[src/rtl/s2p_pkg.sv]
// Shared types and limits for the serial-to-parallel deserializer.
package s2p_pkg;

  typedef enum logic [0:0] {
    S_IDLE  = 1'b0,
    S_SHIFT = 1'b1
  } state_e;

  localparam int WIDTH_MIN = 2;
  localparam int WIDTH_MAX = 32;

  function automatic int cnt_w(input int w);
    return $clog2(w + 1);
  endfunction

endpackage

[src/rtl/serial_to_parallel_deser.sv]
// Framed serial-to-parallel deserializer with a one-word valid/ready holding
// register, per-frame bit order, and sticky overrun / framing-error flags.
module serial_to_parallel_deser
  import s2p_pkg::*;
#(
  parameter  int WIDTH = 8,
  localparam int CNT_W = cnt_w(WIDTH)
) (
  input  logic             CLOCK_50_B5B,
  input  logic             RESET,
  input  logic             ser_din,
  input  logic             ser_en,
  input  logic             ser_frame,
  input  logic             msb_first,
  output logic [WIDTH-1:0] par_dout,
  output logic             par_valid,
  input  logic             par_ready,
  output logic [CNT_W-1:0] bit_cnt,
  output logic             busy,
  output logic             overrun,
  output logic             frame_err,
  input  logic             clr_flags
);

  if (WIDTH < WIDTH_MIN || WIDTH > WIDTH_MAX) begin : g_bad_width
    $error("serial_to_parallel_deser: WIDTH out of range");
  end

  state_e           state_q, state_d;
  logic [WIDTH-1:0] shreg_q, shreg_d;
  logic [WIDTH-1:0] hold_q, hold_d;
  logic             order_q, order_d;
  logic [CNT_W-1:0] cnt_q, cnt_d;
  logic             vld_q, vld_d;
  logic             ovr_q, ovr_d;
  logic             ferr_q, ferr_d;

  logic done, load, ovr_set, ferr_set;

  // MSB-first enters at the LSB and walks up; LSB-first enters at the MSB and walks down.
  function automatic logic [WIDTH-1:0] ins_bit(input logic [WIDTH-1:0] sh,
                                               input logic b, input logic msb);
    if (msb) return {sh[WIDTH-2:0], b};
    else     return {b, sh[WIDTH-1:1]};
  endfunction

  always_comb begin
    state_d  = state_q;
    shreg_d  = shreg_q;
    order_d  = order_q;
    cnt_d    = cnt_q;
    done     = 1'b0;
    ferr_set = 1'b0;
    if (ser_en) begin
      if (ser_frame) begin
        // A frame bit always restarts; inside a word it aborts the partial one.
        ferr_set = (state_q == S_SHIFT);
        shreg_d  = ins_bit('0, ser_din, msb_first);
        order_d  = msb_first;
        cnt_d    = CNT_W'(1);
        state_d  = S_SHIFT;
      end else if (state_q == S_SHIFT) begin
        shreg_d = ins_bit(shreg_q, ser_din, order_q);
        if (cnt_q == CNT_W'(WIDTH - 1)) begin
          done    = 1'b1;
          cnt_d   = '0;
          state_d = S_IDLE;
        end else begin
          cnt_d = cnt_q + 1'b1;
        end
      end
    end
  end

  always_comb begin
    load    = done && (!vld_q || par_ready);
    ovr_set = done && !load;
    hold_d  = hold_q;
    vld_d   = vld_q;
    if (vld_q && par_ready) vld_d = 1'b0;
    if (load) begin
      vld_d  = 1'b1;
      hold_d = shreg_d;
    end
    ovr_d  = clr_flags ? 1'b0 : ovr_q;
    ferr_d = clr_flags ? 1'b0 : ferr_q;
    if (ovr_set)  ovr_d  = 1'b1;
    if (ferr_set) ferr_d = 1'b1;
  end

  always_ff @(posedge CLOCK_50_B5B or posedge RESET) begin
    if (RESET) begin
      state_q <= S_IDLE;
      shreg_q <= '0;
      hold_q  <= '0;
      order_q <= 1'b0;
      cnt_q   <= '0;
      vld_q   <= 1'b0;
      ovr_q   <= 1'b0;
      ferr_q  <= 1'b0;
    end else begin
      state_q <= state_d;
      shreg_q <= shreg_d;
      hold_q  <= hold_d;
      order_q <= order_d;
      cnt_q   <= cnt_d;
      vld_q   <= vld_d;
      ovr_q   <= ovr_d;
      ferr_q  <= ferr_d;
    end
  end

  assign par_dout  = hold_q;
  assign par_valid = vld_q;
  assign bit_cnt   = cnt_q;
  assign busy      = (state_q == S_SHIFT);
  assign overrun   = ovr_q;
  assign frame_err = ferr_q;

endmodule

[config.mk]
export PLATFORM = sky130hd
export DESIGN_NAME = serial_to_parallel_deser
export DESIGN_NICKNAME = d
export VERILOG_FILES = /design/src/rtl/s2p_pkg.sv /design/src/rtl/serial_to_parallel_deser.sv
export SDC_FILE = /design/constraint.sdc
export NUM_CORES = 1
export LEC_CHECK = 0
export ABC_AREA = 1
export BUFFER_PORTS_ARGS = -buffer_cell sky130_fd_sc_hd__buf_2
export CORE_UTILIZATION = 45
export DETAILED_ROUTE_END_ITERATION = 10
export PLACE_DENSITY = 0.67
export SLEW_MARGIN = 20
export SYNTH_ARGS = -nofsm -noshare
export SYNTH_HDL_FRONTEND = slang
export SYNTH_SLANG_ARGS = --single-unit
[constraint.sdc]
create_clock -name CLOCK_50_B5B -period 3.6 [get_ports CLOCK_50_B5B]
set_input_delay 0.54 -clock CLOCK_50_B5B [delete_from_list [all_inputs] [get_ports CLOCK_50_B5B]]
set_output_delay 0.54 -clock CLOCK_50_B5B [all_outputs]
set_load 0.03 [all_outputs]
Word-level counts from Yosys, hierarchy flattened:

Index checks and enable logic that the tools add are counted.
Widths: inputs -> output; s select.

* $add $sub $neg: 1
* equality and inequality tests: 1
* mux-type cells: 22
* reductions and logical operators: 12

Operator list (count)
* $mux 8: 5
* $mux 1: 14
* $mux 4: 3
* $reduce_bool 2->1: 4
* $add 4x1->4 const B: 1
* $eq 4x3->1 const B: 1
* $reduce_and 2->1: 2
* $logic_and 1x1->1: 3
* $logic_not 1->1: 2
* $logic_or 1x1->1: 1

* bits in registers: 25
* bits of input ports: 8
* output and inout port bits: 16
* word-level logic and storage cells: 44

Logic depth before layout (Yosys ltp):

Gate-level depths: netlist of run 1.

* depth after elaboration: 9
* depth in mapped cells: 7

Worst setup path after synthesis of run 1:

No wires, ideal clock.

* path kind: reg-to-reg
* from: reg cnt_q[1], in the netlist bit_cnt[1]
* to: reg hold_q[1], in the netlist par_dout[1]
* data arrival time: 1375 ps
* required time: 3481 ps
* setup slack: 2107 ps
* cell stages (with the launch flop): 8
* buffers on the path: 1
* cell sequence: dfrtp_1 ha_1 nand2_2 nor2_2 nand3_4 buf_6 nand2_1 o21ai_2

* longest elaborated chain between the ends: 6

Ends and longest elaborated chain
* start, declared: line serial_to_parallel_deser.sv:33 `logic [CNT_W-1:0] cnt_q, cnt_d;`
* start signal, assigned: line serial_to_parallel_deser.sv:106 `cnt_q <= cnt_d;`
* $eq 4x3->1: line serial_to_parallel_deser.sv:64 `if (cnt_q == CNT_W'(WIDTH - 1)) begin`
* $mux 1: line serial_to_parallel_deser.sv:64
* $mux 1: line serial_to_parallel_deser.sv:62 `end else if (state_q == S_SHIFT) begin`
* $mux 1: line serial_to_parallel_deser.sv:55 `if (ser_frame) begin`
* $mux 1: line serial_to_parallel_deser.sv:54 `if (ser_en) begin`
* $logic_and 1x1->1: line serial_to_parallel_deser.sv:76 `load = done && (!vld_q || par_ready);`
* end signal, assigned: line serial_to_parallel_deser.sv:104 `hold_q <= hold_d;`
* end, declared: line serial_to_parallel_deser.sv:31 `logic [WIDTH-1:0] hold_q, hold_d;`

No other way between the ends.
A chain may end at the register's enable or synchronous reset.

Final worst setup path of run 1:

* from: reg cnt_q[2], in the netlist bit_cnt[2]
* to: out bit_cnt[2]

RTL lines
* end, declared: line serial_to_parallel_deser.sv:18 `output logic [CNT_W-1:0] bit_cnt,`

No word-level cell between the ends.

==> run summary, run 1 <==
=====================================================================================
Max-slew violation count                                                            0
Capturing point of the worst reg2reg path                                 par_dout[2]
Worst-path clk slew                                                           0.14 ns
Minimum clock period                                                          1.56 ns
Number of hold-slack violations in the final timing report                          0
Antenna fix cells                                                                   0
Combined area of all synthesized cells                                     1260 sq um
Synthesis-to-finish area growth                                                 10.9%
Cell chain of the critical path                                                 buf_2
Vias per Instance                                                                5.00
Most frequent standard cell in the layout excluding fill and tap cells   sky130_fd_sc_hd__nand2_1
TritonCTS clock tree                                                              yes
Utilization after layout                                                        0.546
Proportion of power drawn by combinational gates                                0.306
Min-delay worst type                                                      in -> async
Reg-to-reg startpoint                                                      bit_cnt[0]
Post-Synthesis Cells                                                              156
Maximum resistive drop on vdd                                                0.331 mV
Total leakage power                                                          0.792 nW
Length of the first detailed-routing pass in iterations                             4
Total stage count of the critical path                                              1
Setup Viol. Count Final                                                             0
Reg2Reg Setup Slack                                                           2.21 ns
Chip width                                                                    55.0 um
Fraction of the cycle the final worst path needs                                0.433
Die Footprint                                                              3020 sq um
DRC violations left                                                                 0
Worst-Skew Late Latency                                                       0.32 ns
Placer's final routability congestion estimate                                  0.823
Result of the run                                                        finished clean
Antenna violations before repair                                                    0
Global router's overall resource usage                                          0.184
Most frequent cells in the layout                                        45 x sky130_fd_sc_hd__nand2_1, 28 x sky130_fd_sc_hd__inv_1, 25 x sky130_fd_sc_hd__dfrtp_1, 23 x sky130_fd_sc_hd__buf_2, 21 x sky130_fd_sc_hd__nand3_1
Maximum clock skew at final layout                                         0.00106 ns
Crit path launch type                                                        register
# rows                                                                             18
Crit Path Category                                                         reg -> out
Start point of the critical path                                           bit_cnt[2]
Count of vias placed by the detailed router                                      1041
Share of total power in sequential cells                                        0.510
Total net switching power                                                    0.276 mW
Maximum root-to-sink buffer count                                                   2
Sink Count                                                                         25
Count of hold-fix buffers inserted at cts                                           0
Maximum number of pins on one net before global-route repair                       26
Initial core utilization                                                        0.492
First-pass GRT wire length                                                    3940 um
Synthesized Nets                                                                  165
Mean instance size in the synthesized netlist                              8.10 sq um
Number of setup buffers added after CTS                                             0
Power per standard cell area                                              510 nW/um^2
Max-cap check violation count                                                       0
Floorplan core area                                                        2570 sq um
Peak Freq                                                                     642 MHz
Type of element capturing the critical path                                output pin
Family with the most delay on the worst path                               flip-flops
Number of cells on the worst reg-to-reg path                                        6
Worst Path Required                                                           3.06 ns
Count of instances resized after the clock tree is built                            0
Slew at the pin closest to its max-slew limit                                0.939 ns
Total grt overflow                                                                  0
Highest cell delay on the worst timing path                                   0.46 ns
Normalized max-slew margin                                                      0.373
Power Internal                                                               0.439 mW
Count of cell types in the netlist                                                 26
Count of H-tree levels built during CTS                                             1
Root buffer selected by CTS                                              sky130_fd_sc_hd__clkbuf_4
Number of global-route vias before repair                                         907
Number of placed I/O pins                                                          24
Average wire per standard cell                                                11.5 um
Filler Cells Inserted                                                             256
Final nets                                                                        188
Slowest cell on the critical path                                        sky130_fd_sc_hd__dfrtp_1
1st-iter DRT viols                                                                 39
Switching Share                                                                 0.386
Total of buffers placed on input and output ports                                  23
Number of antenna-violating nets in the routed design                               0
Worst Path Max Fanout                                                               6
Fraction of final layout cells with drive strength greater than 1               0.202
Number of storage elements in the synthesis netlist                                25
Worst path arrival time                                                       1.02 ns
Summed negative setup slack over all endpoints                                   0 ns
DP HPWL                                                                       1760 um
Final wirelength                                                              2400 um
Sequential share of the synthesized area                                        0.495
Total number of yosys warnings                                                      0
Worst path buffer plus inverter count                                               1
Share of power burned in the clock network                                      0.184
Capturing element of the worst setup path                                  bit_cnt[2]
Floorplan die height                                                          55.0 um
Clock buffers created by TritonCTS                                                  3
Unrepaired setup endpoints after global routing                                    no
=====================================================================================
==> layer usage <==
metal / global-route usage / vias up / part of all wire
met4: 0.0708 / 0 / 0.014
met5: 0 / - / 0
met3: 0.0246 / 4 / 0.033
met2: 0.287 / 20 / 0.43
met1: 0.258 / 484 / 0.52
li1: - / 533 / -
==> metrics by stage <==
stage / hold slack, ns / cells / cell area (sq um) / power [mW] / setup slack [ns]
3_3_place_gp: 0.458 / 204 / 1370 / 0.586 / 1.98
5_1_grt: 0.413 / 208 / 1400 / 0.762 / 2.00
3_5_place_dp: 0.460 / 204 / 1370 / 0.590 / 1.98
4_1_cts: 0.397 / 208 / 1400 / 0.720 / 2.04
6_report: 0.399 / 208 / 1400 / 0.715 / 2.04
2_1_floorplan: 0.567 / 156 / 1260 / 0.534 / 2.11
==> cells in the mapped netlist <==
library cell | count | share of area
sky130_fd_sc_hd__o21ai_1 | 4 | 0.016
sky130_fd_sc_hd__a21oi_1 | 1 | 0.0040
sky130_fd_sc_hd__o21ai_2 | 2 | 0.014
sky130_fd_sc_hd__nor2_2 | 1 | 0.0050
sky130_fd_sc_hd__nor2_4 | 1 | 0.0089
sky130_fd_sc_hd__nor2_1 | 5 | 0.015
sky130_fd_sc_hd__nand3_1 | 21 | 0.083
sky130_fd_sc_hd__dfrtp_1 | 25 | 0.50
sky130_fd_sc_hd__buf_4 | 2 | 0.012
sky130_fd_sc_hd__inv_1 | 28 | 0.083
sky130_fd_sc_hd__ha_1 | 1 | 0.0099
sky130_fd_sc_hd__and2_1 | 1 | 0.0050
sky130_fd_sc_hd__nand3b_1 | 1 | 0.0059
sky130_fd_sc_hd__o21a_1 | 1 | 0.0059
sky130_fd_sc_hd__o211ai_1 | 2 | 0.012
sky130_fd_sc_hd__nand3_4 | 1 | 0.014
sky130_fd_sc_hd__or2_2 | 1 | 0.0050
sky130_fd_sc_hd__clkbuf_8 | 1 | 0.011
sky130_fd_sc_hd__buf_2 | 1 | 0.0040
sky130_fd_sc_hd__nand2_1 | 45 | 0.13
sky130_fd_sc_hd__nand2_4 | 1 | 0.0089
sky130_fd_sc_hd__nand2_2 | 2 | 0.0099
sky130_fd_sc_hd__nand4_1 | 2 | 0.0099
sky130_fd_sc_hd__o22ai_1 | 1 | 0.0050
sky130_fd_sc_hd__o21ai_0 | 4 | 0.016
sky130_fd_sc_hd__buf_6 | 1 | 0.0089
==> kinds of logic after synthesis <==
| logic type | count (synthesis) | synth area share |
|---|---|---|
| AND/OR/NAND/NOR | 82 | 0.304 |
| buffers and inverters | 33 | 0.119 |
| flip-flops | 25 | 0.495 |
| AO/OA/AOI/OAI | 15 | 0.0723 |
| adder cells (fa/ha/maj) | 1 | 0.00990 |
==> cell type report <==
class | count | area [sq um] | area share
clock inverter | 1 | 7.51 | 0.00536
tap | 30 | 37.5 | 0.0268
sequential | 25 | 626 | 0.446
clock buffer | 3 | 22.5 | 0.0161
inverter | 28 | 105 | 0.0750
multi-input combinational | 98 | 488 | 0.348
timing repair buffer | 23 | 115 | 0.0821
==> registers in the layout, indices dropped and copies added, names as in the netlist <==
name and count:
overrun 1, shreg_q 8, bit_cnt 4, order_q 1, frame_err 1, par_valid 1
busy 1, par_dout 8
==> how the worst min path moves through the flow <==
stage                 from          end  slack, ns  depth (start not counted)
2_1_floorplan        RESET   bit_cnt[0]       0.57                          1
3_3_place_gp   par_dout[0]  par_dout[0]       0.46                          2
3_5_place_dp   par_dout[0]  par_dout[0]       0.46                          2
4_1_cts          clr_flags    frame_err       0.40                          2
5_1_grt          clr_flags      overrun       0.41                          2
6_report             RESET  par_dout[7]       0.40                          2
==> power groups by stage <==
| stage | Clock (mW) | Sequential, mW | Combinational [mW] |
|---|---|---|---|
| final | 0.132 | 0.365 | 0.219 |
| after CTS | 0.135 | 0.364 | 0.221 |
| after floorplan | 0 | 0.422 | 0.112 |
| after global placement | 0 | 0.368 | 0.218 |
| after detailed placement | 0 | 0.369 | 0.221 |
| after global routing | 0.142 | 0.373 | 0.247 |
No activity file was read; power rests on OpenSTA's default activity.
==> inputs of run 2 (changes only) <==
--- a/config.mk
+++ b/config.mk
@@ -5,7 +5,7 @@
 export SDC_FILE = /design/constraint.sdc
 export NUM_CORES = 1
 export LEC_CHECK = 0
-export ABC_AREA = 1
+export ABC_AREA = 0
 export BUFFER_PORTS_ARGS = -buffer_cell sky130_fd_sc_hd__buf_2
 export CORE_UTILIZATION = 45
 export DETAILED_ROUTE_END_ITERATION = 10
==> constraint.sdc (replaced) <==
create_clock -name CLOCK_50_B5B -period 1.5 [get_ports CLOCK_50_B5B]
set_input_delay 0.225 -clock CLOCK_50_B5B [delete_from_list [all_inputs] [get_ports CLOCK_50_B5B]]
set_output_delay 0.225 -clock CLOCK_50_B5B [all_outputs]
set_load 0.03 [all_outputs]
==> run summary, run 2 <==
=====================================================================================
Result of the run                                                        complete, but fails checks
Violated checks                                                          setup timing
Count of vias placed by the detailed router                                       968   -7.0%
Reg2Reg Setup Slack                                                         -0.007 ns   -2.22 ns
Vias per Instance                                                                5.56   +11%
Initial core utilization                                                        0.487   -0.00499
Count of cell types in the netlist                                                 33   +27%
TritonCTS clock tree                                                              yes
Antenna fix cells                                                                   0   unchanged
Number of placed I/O pins                                                          24   unchanged
Max-slew violation count                                                            0   unchanged
Placed Instances                                                                  169   -17%
Number of setup buffers added after CTS                                             0   unchanged
Reg-to-reg startpoint                                                      bit_cnt[1]
Slew at the pin closest to its max-slew limit                                0.461 ns   -0.478 ns
Average wire per standard cell                                                15.5 um   +34%
Number of antenna-violating nets in the routed design                               0   unchanged
Maximum number of pins on one net before global-route repair                       26   unchanged
Synthesized Nets                                                                  118   -28%
Min-delay worst type                                                        in -> reg
Mean instance size in the synthesized netlist                              11.4 sq um   +40%
Post-layout worst setup margin                                            -0.00702 ns   -2.05 ns
Worst-Skew Late Latency                                                       0.32 ns   about the same
DP HPWL                                                                       1900 um   +7.9%
Max-cap check violation count                                                       0   unchanged
Number of hold-slack violations in the final timing report                          0   unchanged
Cell taking the most area after synthesis                                sky130_fd_sc_hd__dfrtp_1
Total grt overflow                                                                  0   unchanged
Number of storage elements in the synthesis netlist                                25   unchanged
# rows                                                                             18   unchanged
Total of buffers placed on input and output ports                                  23   unchanged
Library cell with the highest instance count after synthesis             sky130_fd_sc_hd__dfrtp_1
Total number of yosys warnings                                                      0   unchanged
Summed negative setup slack over all endpoints                             -0.0132 ns   -0.0132 ns
Share of the synthesized area in the top cell type                              0.505   +0.00949
Type of element capturing the critical path                                  register
Maximum root-to-sink buffer count                                                   2   unchanged
Fraction of the cycle the final worst path needs                                 1.00
Combined area of all synthesized cells                                     1240 sq um   -1.9%
Launch point of the worst hold path                                         clr_flags
Post-Synthesis Cells                                                              109   -30%
Maximum resistive drop on vdd                                                0.680 mV   +110%
Sequential share of the synthesized area                                        0.505   +0.00949
Worst path arrival time                                                       1.72 ns   +0.70 ns
Worst Path Required                                                           1.72 ns   -1.34 ns
Placed cell area                                                           1480 sq um   +7.6%
1st-iter DRT viols                                                                  7   -82%
DRC violations left                                                                 0   unchanged
Count of flip-flops with a built-in enable after synthesis                          0   unchanged
Root buffer selected by CTS                                              sky130_fd_sc_hd__clkbuf_4
Global router's overall resource usage                                          0.196   +0.0115
Commonest cells in the synthesized netlist                               25 x sky130_fd_sc_hd__dfrtp_1, 9 x sky130_fd_sc_hd__a21oi_1, 7 x sky130_fd_sc_hd__mux2_2
Clock buffers created by TritonCTS                                                  3   unchanged
Normalized max-slew margin                                                      0.692   +0.319
Finished Layout Cells                                                             174   -16%
Maximum clock skew at final layout                                          0.0122 ns   +0.0112 ns
Post-route total power                                                        1.74 mW   +140%
Number of cells on the worst reg-to-reg path                                        4   -2
Most frequent cells in the layout                                        23 x sky130_fd_sc_hd__buf_2, 22 x sky130_fd_sc_hd__dfrtp_1, 12 x sky130_fd_sc_hd__buf_4, 8 x sky130_fd_sc_hd__a21oi_1, 7 x sky130_fd_sc_hd__mux2_2
Capturing point of the worst reg2reg path                                 par_dout[0]
Final nets                                                                        154   -18%
Length of the first detailed-routing pass in iterations                             4   unchanged
Number of global-route vias before repair                                         929   +2.4%
Die Footprint                                                              2970 sq um   -1.8%
Most frequent standard cell in the layout excluding fill and tap cells   sky130_fd_sc_hd__buf_2
Synthesis-to-finish area growth                                                 26.3%
Power per standard cell area                                             1110 nW/um^2   +120%
Antenna violations before repair                                                    0   unchanged
Minimum clock period                                                          1.51 ns
Placer's final routability congestion estimate                                  0.786   -4.5%
Setup Viol. Count Final                                                             2   +2
Asr flop ratio synth                                                             1.00   unchanged
Peak Freq                                                                     664 MHz
Worst-path clk slew                                                           0.15 ns   about the same
Cell area after layout                                                     1570 sq um   +12%
Fraction of final layout cells with drive strength greater than 1               0.438   +0.235
Sink Count                                                                         25   unchanged
Unrepaired setup endpoints after global routing                                   yes
Floorplan core area                                                        2540 sq um   -0.88%
Post-placement setup slack                                                 -0.0555 ns   -2.04 ns
Total leakage power                                                          0.765 nW   -3.4%
First-pass GRT wire length                                                    4190 um   +6.3%
Min-Delay Path Depth                                                                2
Crit Path Category                                                         reg -> reg
Chip width                                                                    54.5 um   -0.91%
Worst Path Max Fanout                                                               4   -2
Most area-consuming cells after synthesis                                sky130_fd_sc_hd__dfrtp_1 50%, sky130_fd_sc_hd__mux2_2 6.4%, sky130_fd_sc_hd__mux2i_1 4.8%
Floorplan die height                                                          54.5 um   -0.91%
Count of H-tree levels built during CTS                                             1   unchanged
Final wirelength                                                              2700 um   +12%
Main flop type after synthesis                                           sky130_fd_sc_hd__dfrtp_1
Worst Hold Path EP                                                          frame_err
Crit path launch type                                                        register
=====================================================================================
==> run 2: changes by cell type after synthesis, sizes merged, moves of 4 or more <==
cell,previous run,this run
nand3,22,1
inv,28,5
a211oi,0,6
mux2i,0,6
o21ai,10,6
mux2,0,7
nand2,48,6
a21oi,1,9
==> run 2: worst max-delay path by stage <==
| stage | startpoint | endpoint | slack, ns | depth (start not counted) |
|---|---|---|---|---|
| 2_1_floorplan | bit_cnt[1] | par_dout[1] | -0.19 | 4 |
| 3_3_place_gp | bit_cnt[1] | par_dout[2] | -0.02 | 5 |
| 6_report | bit_cnt[1] | par_dout[0] | -0.007 | 4 |
| 4_1_cts | bit_cnt[1] | par_dout[0] | -0.05 | 4 |
| 3_5_place_dp | bit_cnt[1] | par_dout[4] | -0.06 | 5 |
| 5_1_grt | busy | par_dout[0] | -0.06 | 3 |
==> run 2: what timing repair did <==
action,4_1_cts,5_1_grt
endpoints found under the hold margin,25,0
gates resized for setup,1,9
hold buffers,1,0
endpoints found under the setup margin,9,10
pin swaps,2,1
==> run 2: critical path, stage by stage, from the launching register on <==
cell,delay (ns)
sky130_fd_sc_hd__dfrtp_2,0.42
sky130_fd_sc_hd__ha_4,0.15
sky130_fd_sc_hd__nand3b_4,0.10
sky130_fd_sc_hd__or4_4,0.52
sky130_fd_sc_hd__o41ai_4,0.21
==> run 2: layout make-up <==
cell class	count	area, sq um
Fill cell	215	978
Sequential cell	25	629
Multi-Input combinational cell	73	627
Timing Repair Buffer	37	226
Tap cell	30	37.5
Clock buffer	3	22.5
Inverter	5	18.8
Clock inverter	1	5.00
==> run 2: cell families after synthesis <==
group,Yosys count,share of synthesized area
simple gates,27,0.157
flops,25,0.505
mux,13,0.112
fa+ha+maj,1,0.0101
buf+inv,11,0.0394
compound gates,32,0.177
==> run 2: per-stage QoR <==
step | hold WS (ns) | util
global route | 0.102 | 0.616
CTS | 0.0921 | 0.596
finish | 0.106 | 0.616
global placement | 0.281 | 0.580
floorplan | 0.252 | -
detailed placement | 0.293 | 0.580
==> run 2: where the power goes <==
group | internal [mW] | total (mW) | leakage [nW] | switching, mW
Sequential | 0.780 | 0.872 | 0.318 | 0.0917
Combinational | 0.241 | 0.562 | 0.430 | 0.321
Clock | 0.0995 | 0.305 | 0.0177 | 0.205
Total | 1.12 | 1.74 | 0.765 | 0.618
==> run 2: routing by layer <==
metal  track usage  up-vias  share of wire
met5             0        -              0
met1         0.259      474           0.48
met3        0.0250        2          0.031
met2         0.341       18           0.48
li1              -      474              -
met4        0.0385        0         0.0056
==> inputs of run 3 (changes only) <==
--- a/config.mk
+++ b/config.mk
@@ -7,9 +7,11 @@
 export LEC_CHECK = 0
 export ABC_AREA = 0
 export BUFFER_PORTS_ARGS = -buffer_cell sky130_fd_sc_hd__buf_2
-export CORE_UTILIZATION = 45
+export CELL_PAD_IN_SITES_DETAIL_PLACEMENT = 1
+export CELL_PAD_IN_SITES_GLOBAL_PLACEMENT = 2
+export CORE_UTILIZATION = 34
 export DETAILED_ROUTE_END_ITERATION = 10
-export PLACE_DENSITY = 0.67
+export PLACE_DENSITY_LB_ADDON = 0.1
 export SLEW_MARGIN = 20
 export SYNTH_ARGS = -nofsm -noshare
 export SYNTH_HDL_FRONTEND = slang
==> run summary, run 3 (synthesis results as in run 2) <==
================================================================================
Result of the run                                                   finished clean
Max-cap check violation count                                                  0   unchanged
Reg-to-reg startpoint                                                 bit_cnt[0]
Summed negative setup slack over all endpoints                              0 ns   +0.0132 ns
Peak Freq                                                                676 MHz   +1.9%
Number of placed I/O pins                                                     24   unchanged
Share of total power in sequential cells                                   0.495   -0.006
DP HPWL                                                                  2300 um   +21%
Count of H-tree levels built during CTS                                        1   unchanged
Antenna violations before repair                                               0   unchanged
Initial core utilization                                                   0.363   -0.124
Finished Layout Cells                                                        191   +9.8%
Min-Delay Path Depth                                                           2   unchanged
Number of cells on the worst reg-to-reg path                                   5   +1
Placed cell area                                                      1520 sq um   +2.7%
Most heavily used metal layer in global routing                             met2
Worst-Skew Late Latency                                                  0.32 ns   about the same
Total leakage power                                                     0.782 nW   +2.2%
GR met2 Demand/Resource                                                    0.315   -0.0269
Maximum resistive drop on vdd                                           0.434 mV   -36%
Maximum number of pins on one net before global-route repair                  26   unchanged
Post-placement setup slack                                            -0.0568 ns   -0.00126 ns
Switching Share                                                            0.356   about the same
Reg2Reg Setup Slack                                                      0.02 ns   +0.03 ns
Average wire per standard cell                                           15.7 um   +1.5%
Synthesis-to-finish area growth                                            30.4%
Number of antenna-violating nets in the routed design                          0   unchanged
Floorplan die height                                                     62.4 um   +14%
Crit path launch type                                                   register
Floorplan core area                                                   3420 sq um   +34%
Power per standard cell area                                        1090 nW/um^2   -2.0%
Setup Viol. Count Final                                                        0   -2
Global router's overall resource usage                                     0.170   -0.0254
Post-route total power                                                   1.76 mW   +1.1%
Antenna fix cells                                                              0   unchanged
Filler Cells Inserted                                                        384   +79%
Sink Count                                                                    25   unchanged
Chip width                                                               62.4 um   +14%
TritonCTS clock tree                                                         yes
Placed Instances                                                             186   +10%
Min-delay worst type                                                   in -> reg
Most frequent cells in the layout                                   23 x sky130_fd_sc_hd__dfrtp_1, 23 x sky130_fd_sc_hd__buf_2, 12 x sky130_fd_sc_hd__buf_4, 9 x sky130_fd_sc_hd__a21oi_1
Area taken by flip-flops and latches                                   628 sq um   -0.20%
Cell area after layout                                                1620 sq um   +3.2%
Vias per Instance                                                           5.15   -7.4%
Proportion of power drawn by combinational gates                           0.332   +0.009
DRC violations left                                                            0   unchanged
Worst Path Required                                                      1.72 ns   about the same
Clock buffers created by TritonCTS                                             3   unchanged
Length of the first detailed-routing pass in iterations                        4   unchanged
Fraction of final layout cells with drive strength greater than 1          0.469   +0.0315
1st-iter DRT viols                                                            31   +24
Launch point of the worst hold path                                    clr_flags
First-pass GRT wire length                                               5170 um   +23%
Share of power burned in the clock network                                 0.172   -0.003
Maximum clock skew at final layout                                    0.00643 ns   -0.00580 ns
Area occupied by multi-input gates                                     638 sq um   +1.8%
Fraction of the cycle the final worst path needs                           0.986   -0.0184
Normalized max-slew margin                                                 0.706   +0.0142
Worst-path clk slew                                                      0.14 ns   about the same
Post-layout worst setup margin                                         0.0205 ns   +0.0275 ns
Die Footprint                                                         3890 sq um   +31%
Slew at the pin closest to its max-slew limit                           0.441 ns   -0.0203 ns
Placer's final routability congestion estimate                             0.727   -7.5%
Number of hold-slack violations in the final timing report                     0   unchanged
Worst Path Max Fanout                                                          6   +2
Minimum clock period                                                     1.48 ns   -0.0275 ns
GR Layer Usage met3                                                       0.0201   -0.00493
Worst Hold Path EP                                                       overrun
Number of global-route vias before repair                                   1068   +15%
Worst path arrival time                                                  1.70 ns   -0.02 ns
Total of buffers placed on input and output ports                             23   unchanged
Root buffer selected by CTS                                         sky130_fd_sc_hd__clkbuf_4
Final wirelength                                                         3010 um   +11%
Final nets                                                                   155   +0.65%
Crit Path Category                                                    reg -> reg
Total net switching power                                               0.626 mW   +1.2%
# rows                                                                        21   +3
Power Internal                                                           1.13 mW   +1.0%
Maximum root-to-sink buffer count                                              2   unchanged
Unrepaired setup endpoints after global routing                              yes
Total grt overflow                                                             0   unchanged
Max-slew violation count                                                       0   unchanged
Count of vias placed by the detailed router                                  984   +1.7%
Type of element capturing the critical path                             register
Capturing point of the worst reg2reg path                            par_dout[1]
Met1 Use GR                                                                0.202   -0.0569
================================================================================
[run 3: per-layer routing]
layer | share of wire | up-vias | wire (um)
met1 | 0.43 | 498 | 1310
met4 | 0.0076 | 0 | 23
li1 | - | 470 | -
met2 | 0.53 | 14 | 1590
met3 | 0.027 | 2 | 81
met5 | 0 | - | 0
[run 3: worst max-delay path by stage]
stage               start  slack (ns)          end  depth (start not counted)
2_1_floorplan  bit_cnt[1]       -0.19  par_dout[1]                          4
3_3_place_gp   bit_cnt[1]       -0.02  par_dout[6]                          5
3_5_place_dp   bit_cnt[1]       -0.06  par_dout[6]                          5
4_1_cts        bit_cnt[0]       0.007  par_dout[2]                          5
5_1_grt        bit_cnt[0]       -0.04  par_dout[5]                          5
6_report       bit_cnt[0]        0.02  par_dout[1]                          5
[run 3: metrics by stage]
step,hold WS (ns),utilization
2_1_floorplan,0.252,-
3_3_place_gp,0.289,0.444
3_5_place_dp,0.309,0.444
4_1_cts,0.0905,0.459
5_1_grt,0.0901,0.473
6_report,0.106,0.473
[run 3: cell type report]
| class | instances | share of cell area |
|---|---|---|
| Multi-Input combinational cell | 73 | 0.395 |
| Timing Repair Buffer | 38 | 0.152 |
| Sequential cell | 25 | 0.389 |
| Clock inverter | 1 | 0.00310 |
| Tap cell | 46 | 0.0356 |
| Inverter | 5 | 0.0116 |
| Clock buffer | 3 | 0.0139 |
[run 3: power by group through the flow]
stage	logic, mW	clock network (mW)	registers, mW
after global placement	0.541	0	0.878
after floorplan	0.249	0	0.987
final	0.584	0.303	0.871
after CTS	0.566	0.321	0.869
after global routing	0.633	0.350	0.886
after detailed placement	0.555	0	0.882
[run 3: what timing repair did]
action,in CTS,in global routing
resized for setup,4,10
setup buffers,0,0
setup endpoints to repair,8,9
hold endpoints to repair,25,0
hold buffers,1,0
pin swaps,3,1
[run 3: critical path, stage by stage (launching register included)]
cell	delay, ns
sky130_fd_sc_hd__dfrtp_2	0.41
sky130_fd_sc_hd__ha_4	0.15
sky130_fd_sc_hd__nand3b_4	0.09
sky130_fd_sc_hd__nor4_4	0.23
sky130_fd_sc_hd__buf_6	0.18
sky130_fd_sc_hd__mux2_2	0.33
